File: src/rtl/ram_sdp_bytewe.sv
// Simple-dual-port RAM with a byte-enabled write port and a registered read port.
// A built-in sequencer zero-fills the array after reset or when clr_i is pulsed.
module ram_sdp_bytewe #(
  parameter int DATA_W        = 32,
  parameter int DEPTH         = 32,
  parameter int BYPASS        = 1,
  parameter int INIT_ON_RESET = 1,
  localparam int NB = DATA_W / 8,
  localparam int AW = $clog2(DEPTH)
) (
  input  logic              clk_i,
  input  logic              rst_ni,
  input  logic              clr_i,
  output logic              busy_o,
  input  logic [NB-1:0]     we_i,
  input  logic [AW-1:0]     wa_i,
  input  logic [DATA_W-1:0] wd_i,
  input  logic              re_i,
  input  logic [AW-1:0]     ra_i,
  output logic [DATA_W-1:0] rd_o,
  output logic              rvalid_o
);

  typedef enum logic {
    IDLE,
    CLEAR
  } state_e;

  state_e            state_q, state_d;
  logic [AW-1:0]     ptr_q, ptr_d;
  logic [DATA_W-1:0] rd_q, rd_d;
  logic              rvalid_q, rvalid_d;
  logic [DATA_W-1:0] mem_q [DEPTH];

  logic acceptPorts;
  logic waInRange;
  logic raInRange;

  // A clear request in IDLE takes priority over any access in the same cycle.
  assign acceptPorts = (state_q == IDLE) && !clr_i;
  assign waInRange   = (32'(wa_i) < DEPTH);
  assign raInRange   = (32'(ra_i) < DEPTH);

  always_comb begin
    state_d = state_q;
    ptr_d   = ptr_q;
    unique case (state_q)
      IDLE: begin
        if (clr_i) begin
          state_d = CLEAR;
          ptr_d   = '0;
        end
      end
      CLEAR: begin
        ptr_d = ptr_q + AW'(1);
        if (ptr_q == AW'(DEPTH - 1)) begin
          state_d = IDLE;
          ptr_d   = '0;
        end
      end
      default: state_d = IDLE;
    endcase
  end

  always_comb begin
    rd_d     = '0;
    rvalid_d = 1'b0;
    if (acceptPorts && re_i) begin
      rvalid_d = 1'b1;
      if (raInRange) begin
        rd_d = mem_q[ra_i];
        if ((BYPASS != 0) && (wa_i == ra_i)) begin
          for (int k = 0; k < NB; k++) begin
            if (we_i[k]) begin
              rd_d[8*k +: 8] = wd_i[8*k +: 8];
            end
          end
        end
      end
    end
  end

  always_ff @(posedge clk_i or negedge rst_ni) begin
    if (!rst_ni) begin
      state_q  <= (INIT_ON_RESET != 0) ? CLEAR : IDLE;
      ptr_q    <= '0;
      rd_q     <= '0;
      rvalid_q <= 1'b0;
    end else begin
      state_q  <= state_d;
      ptr_q    <= ptr_d;
      rd_q     <= rd_d;
      rvalid_q <= rvalid_d;
    end
  end

  // The array itself is deliberately left out of reset; only the sequencer clears it.
  always_ff @(posedge clk_i) begin
    if (state_q == CLEAR) begin
      mem_q[ptr_q] <= '0;
    end else if (acceptPorts && waInRange) begin
      for (int k = 0; k < NB; k++) begin
        if (we_i[k]) begin
          mem_q[wa_i][8*k +: 8] <= wd_i[8*k +: 8];
        end
      end
    end
  end

  assign busy_o   = (state_q == CLEAR);
  assign rd_o     = rd_q;
  assign rvalid_o = rvalid_q;

endmodule
File: config.mk
export PLATFORM = sky130hd
export DESIGN_NAME = ram_sdp_bytewe
export DESIGN_NICKNAME = d
export VERILOG_FILES = /design/src/rtl/ram_sdp_bytewe.sv
export SDC_FILE = /design/constraint.sdc
export NUM_CORES = 1
export LEC_CHECK = 0
export ABC_CLOCK_PERIOD_IN_PS = 2800
export BUFFER_PORTS_ARGS = -buffer_cell sky130_fd_sc_hd__buf_2
export CORE_MARGIN = 10
export CORE_UTILIZATION = 50
export DETAILED_ROUTE_END_ITERATION = 8
export PLACE_DENSITY = 0.66
export SKIP_LAST_GASP = 1
export SLEW_MARGIN = 20
export SYNTH_ARGS = -nofsm -noshare
export SYNTH_HDL_FRONTEND = slang
export SYNTH_SLANG_ARGS = --single-unit
File: constraint.sdc
create_clock -name clk_i -period 2.8 [get_ports clk_i]
set_input_delay 0.28 -clock clk_i [delete_from_list [all_inputs] [get_ports clk_i]]
set_output_delay 0.28 -clock clk_i [all_outputs]
set_load 0.01 [all_outputs]
## After elaboration in Yosys (flattened, before gate mapping)

Memories as Yosys holds them, arrays and structs flattened.
Index checks and enable logic that the tools add are counted.

| cells by class | value |
|---|---|
| bitwise gates (word level) | 1 |
| add/subtract/negate cells | 1 |
| muxes and demuxes | 34 |
| reduce and logical (&&, ||, !) cells | 4 |
| eq/ne operators | 3 |

Operators with widths:

| kind | number |
|---|---|
| 2-to-1 mux 32 bit | 3 |
| 2-to-1 mux 8 bit | 4 |
| OR reduction 32 bit | 1 |
| 2-to-1 mux 1 bit | 21 |
| 2-to-1 mux 5 bit | 3 |
| one-hot mux 5 bit (2 select lines) | 1 |
| adder 5 x 1 -> 5 bit (second input constant) | 1 |
| == test 5 bit | 1 |
| == test 5 bit (second input constant) | 1 |
| 2-to-1 mux 4 bit | 1 |
| logical AND 1 bit | 2 |
| != test 2 bit (second input constant) | 1 |
| one-hot mux 1 bit (2 select lines) | 1 |
| zero test 1 bit | 1 |
| inverter 1 bit | 1 |

| storage, ports and cells | value |
|---|---|
| input bits | 50 |
| word-level logic and storage cells | 48 |
| output and inout bits | 34 |
| memories kept | 1 |
| register bits | 39 |
| RAM bits | 1024 |

Memory list:

| memory | words | width | read ports | clocked after Yosys merged registers in | wr ports | line | source |
|---|---|---|---|---|---|---|---|
| mem_q | 32 | 32 | 1 | 0 | 1 | 33 | `logic [DATA_W-1:0] mem_q [DEPTH];` |

## Depth between registers and ports, before layout

| logic depth | value |
|---|---|
| depth in word-level cells | 7 |
| gate-level depth with buffers | 9 |
| depth with buffers taken out | 5 |

## Worst setup path before layout

OpenSTA, ideal clock, no wires.

| timing | value |
|---|---|
| kind | register to register |
| from | reg state_q, in the netlist busy_o |
| to | mem mem_q[24][24] (enable) |
| cell stages (with the launch flop) | 6 |
| data arrival time | 1.908 ns |
| buffers on the path | 1 |
| library setup time | 0.371 ns |
| period minus slack after synthesis | 2.278 ns |
| slack | 0.522 ns |
| path through | dfstp_2 > nor3_1 > mux2i_1 > o21ai_1 > clkbuf_1 > nor2_1 |

| between the ends | value |
|---|---|
| cells in the longest elaborated chain, start to end | 7 |

Ends and longest elaborated chain:

| item | line | source |
|---|---|---|
| start: declaration | 29 | `state_e state_q, state_d;` |
| start signal: assignment | 85 | `state_q <= (INIT_ON_RESET != 0) ? CLEAR : IDLE;` |
| start signal: assignment | 90 | `state_q <= state_d;` |
| inverter 1 bit | 40 | `assign acceptPorts = (state_q == IDLE) && !clr_i;` |
| logical AND 1 bit | 40 |  |
| 2-to-1 mux 1 bit | 101 | `end else if (acceptPorts && waInRange) begin` |
| 2-to-1 mux 1 bit | 99 | `if (state_q == CLEAR) begin` |
| 2-to-1 mux 1 bit (implied by the code) | 104 | `mem_q[wa_i][8*k +: 8] <= wd_i[8*k +: 8];` |
| OR reduction 32 bit (no line) | n/a |  |
| 2-to-1 mux 5 bit (no line) / 2-to-1 mux 4 bit (equally long branches) | n/a |  |
| end: declaration | 33 |  |

Parallel ways exist; a longest one is shown, timed or not.

## Worst setup path after layout

| timing | value |
|---|---|
| from | reg state_q, in the netlist busy_o |
| to | mem mem_q[22][1] (enable) |

The elaborated chain is that of the path after synthesis.

==> results.md <==
* CTS tree: built
* HPWL Detailed at 63800 um
* Drt first pass iters at 7
* Worst Hold Class: primary input to register
* Synth top area cells: edfxtp_1 73%, mux2i_1 12%, a22oi_1 4.6%, dfrtp_1 2.3%, a21oi_1 1.9%
* WL final at 101000 um
* Max incr delay on CP at 0.74 ns
* Worst r2r path cells at 7
* Sink of the worst hold path: rd_o[12]
* Max Clock Skew at 0.0146 ns
* Slew headroom at 0.338
* Post-Synthesis Cells at 2470
* DR vias at 23.4k
* Mapped Nets at 2522
* Clk pwr share at 0.349
* Worst setup margin at 0.181 ns
* Synth top cells by count: 1024 x edfxtp_1, 513 x mux2i_1, 256 x a22oi_1, 162 x a21oi_1, 134 x nor2_1
* Port bufs at 83
* Non-Filler Cell Area, Final at 0.0490 mm^2
* Post-synth EDFFs at 1024
* R2r setup slk at 0.18 ns
* Sequential Power Share at 0.515
* First-pass GRT wire length at 151000 um
* Gate power share at 0.136
* Net count, final at 2835
* CP Capture Type: register
* CORE AREA at 0.0837 mm^2
* CTS max path bufs at 3
* Grt total ovfl at 0
* Fmax at 0.382 GHz
* Initial antenna violation count at 8
* Synth Register Bits at 1063
* Measured slew at the worst slew-check pin at 0.989 ns
* Initial Utilization at 0.504
* Crit start category: register
* Post-CTS setup buffers at 0
* Die X at 310 um
* Total power at 0.0386 W
* # Max-Cap Violations at 0
* DP Worst Slack at -0.0267 ns
* WL/cell at 25.2 um
* # IOs at 84
* Fill cells at 6159
* Root Driver: clkbuf_16
* DRC Markers at 0
* Final ANT Viol Nets at 0
* Clock Sinks at 1063
* Final Non-Filler Cells at 4000
* Power density over the cells at 788 mW/mm^2
* R2R Path Start: busy_o
* Max VDD drop at 0.000497 V
* Outcome: complete, no violations
* RSZ-0062 raised after global routing: no
* Final Hold Vio Count at 0
* Cts bufs inserted at 100
* Minimum clock period at 2.62 ns
* Worst R2R End: mem_q[22][1]
* Die height at 310 um
* Number of diodes at 0
* Share of the synthesized area in the top cell type at 0.729
* GRT Util Overall at 0.208
* Lkg Pwr at 17.9 nW
* Total number of yosys warnings at 0
* Switching share of power at 0.250
* Max Fanout on Critical Path at 25
* Largest area contributor in the netlist: edfxtp_1
* Register area share after synthesis at 0.752
* Synthesized area per cell at 17.1 um^2
* Clock latency at the later pin of the worst-skew pair at 0.65 ns
* Slew Viols, Final at 0
* Slowest-stage cell, CP: a31oi_1
* CP Class: register to register
* Final core utilization at 0.585
* Row count at 106
* Top FF cell, synth: edfxtp_1
* Net Switching at 0.00964 W
* Initial drt markers at 2550
* WP data arrival at 3.03 ns
* Syn Std Cell Area at 0.0422 mm^2
* GP Congestion at 0.835
* Largest net degree at the start of global routing at 71
* Footprint of the multi-input gates at 0.00960 mm^2
* CTS H-Tree Depth at 3
* Post-Place Cells at 3784
* CTS clk-pin slew, worst paths at 0.06 ns
* Crit path top cell by count: buf_4
* Vias/cell at 5.86
* Synth async-reset ratio at 0.0367
* Hold depth at 3
* Dpl cell area at 0.0454 mm^2
* Register area at 0.0317 mm^2
* Area growth syn-to-layout at 16.2%
* Vias in the first global route at 23.9k
* Count leader, synth: edfxtp_1
* Synth unique cells at 35
* Worst Min Path Start: wd_i[12]
* Setup violations, final at 0
* Die area at 0.0964 mm^2
* Period utilization at 0.935
* Internal power at 0.0290 W
* Share of layout cells above drive strength 1 at 0.174
* Worst Path Required at 3.21 ns
* Worst path cell trace: nor3_2 > buf_6 > nor3_1 > a31oi_1 > buf_4 > nor2_1 > buf_4
cells by family after synthesis:
logic type	share of synthesized area
buf+inv	0.0213
compound gates	0.0729
simple gates	0.0294
flops	0.752
fa+ha+maj	0.000593
xor+xnor	0.00145
mux	0.122
layout by cell type (no fill, tap or decap), types with 5 or more instances in the layout:
| master | netlist | final |
|---|---|---|
| clkbuf_8 | 0 | 14 |
| nor2b_1 | 10 | 8 |
| nand2b_1 | 7 | 6 |
| or4_1 | 33 | 33 |
| bufinv_16 | 0 | 7 |
| a21oi_1 | 162 | 162 |
| buf_12 | 1 | 25 |
| clkinv_1 | 0 | 14 |
| a41oi_1 | 6 | 5 |
| mux2i_1 | 513 | 513 |
| clkbuf_16 | 0 | 105 |
| buf_2 | 4 | 82 |
| a31oi_1 | 9 | 9 |
| clkinvlp_4 | 0 | 7 |
| nor4_1 | 7 | 7 |
| nand2_1 | 7 | 7 |
| buf_4 | 30 | 227 |
| nor2_1 | 134 | 131 |
| a22oi_1 | 256 | 256 |
| nand3_1 | 5 | 5 |
| and2_1 | 34 | 32 |
| xor2_1 | 6 | 6 |
| clkinv_2 | 0 | 16 |
| o21ai_0 | 27 | 27 |
| clkbuf_1 | 84 | 21 |
| dlygate4sd3_1 | 0 | 31 |
| o21ai_1 | 12 | 12 |
| edfxtp_1 | 1024 | 1024 |
| nor3_1 | 11 | 10 |
| dfrtp_1 | 38 | 38 |
repair_timing:
item                                    in CTS  in global routing
endpoints found under the setup margin       0                 59
endpoints found under the hold margin       50                  0
gates resized for setup                      0                  3
hold buffers                                31                  0
worst max-delay path, delay by kind of cell, from the launching register on:
| family | cells | cell delay, ns |
|---|---|---|
| buf+inv | 3 | 0.80 |
| compound gates | 1 | 0.74 |
| simple gates | 3 | 0.45 |
| flops | 1 | 0.38 |
flip-flops by register name (all words and copies together), names as in the netlist:
signal and flops:
ptr_q 5, rvalid_o 1, rd_o 32, mem_q 1024, busy_o 1
layer usage:
| metal | up-vias | part of all wire | track usage | wire, um |
|---|---|---|---|---|
| met5 | - | 0.00097 | 0 | 98 |
| li1 | 10400 | - | - | - |
| met1 | 12000 | 0.41 | 0.276 | 41500 |
| met3 | 156 | 0.070 | 0.0370 | 7060 |
| met4 | 16 | 0.023 | 0.0602 | 2320 |
| met2 | 861 | 0.49 | 0.348 | 49700 |
layout make-up:
class / count / share of cell area
sequential: 1063 / 0.648
multi-input combinational: 1251 / 0.196
timing repair buffer: 367 / 0.0602
clock buffer: 140 / 0.0592
tap: 1134 / 0.0290
clock inverter: 45 / 0.00825
power groups by stage:
| stage | clock, W | sequential, W | combinational [W] |
|---|---|---|---|
| floorplan | 0 | 0.0200 | 0.00277 |
| global placement | 0 | 0.0201 | 0.00501 |
| detailed placement | 0 | 0.0202 | 0.00516 |
| CTS | 0.0137 | 0.0199 | 0.00522 |
| global route | 0.0143 | 0.0200 | 0.00560 |
| finish | 0.0135 | 0.0199 | 0.00523 |
per-stage QoR:
step                setup TNS (ns)  hold slack [ns]
floorplan                        0          -0.0156
global placement             -1.31            0.403
detailed placement           -1.42            0.420
CTS                              0          0.00743
global route                     0           0.0719
finish                           0           0.0343
how the worst max path moves through the flow:
stage                          to  startpoint  slack, ns
floorplan           mem_q[24][24]      busy_o       0.52
global placement     mem_q[25][9]     we_i[1]      -0.06
detailed placement   mem_q[17][6]     we_i[1]      -0.03
CTS                 mem_q[19][15]      busy_o       0.13
global route        mem_q[19][27]      busy_o       0.03
finish               mem_q[22][1]      busy_o       0.18
(Power assumes the default switching activity.)
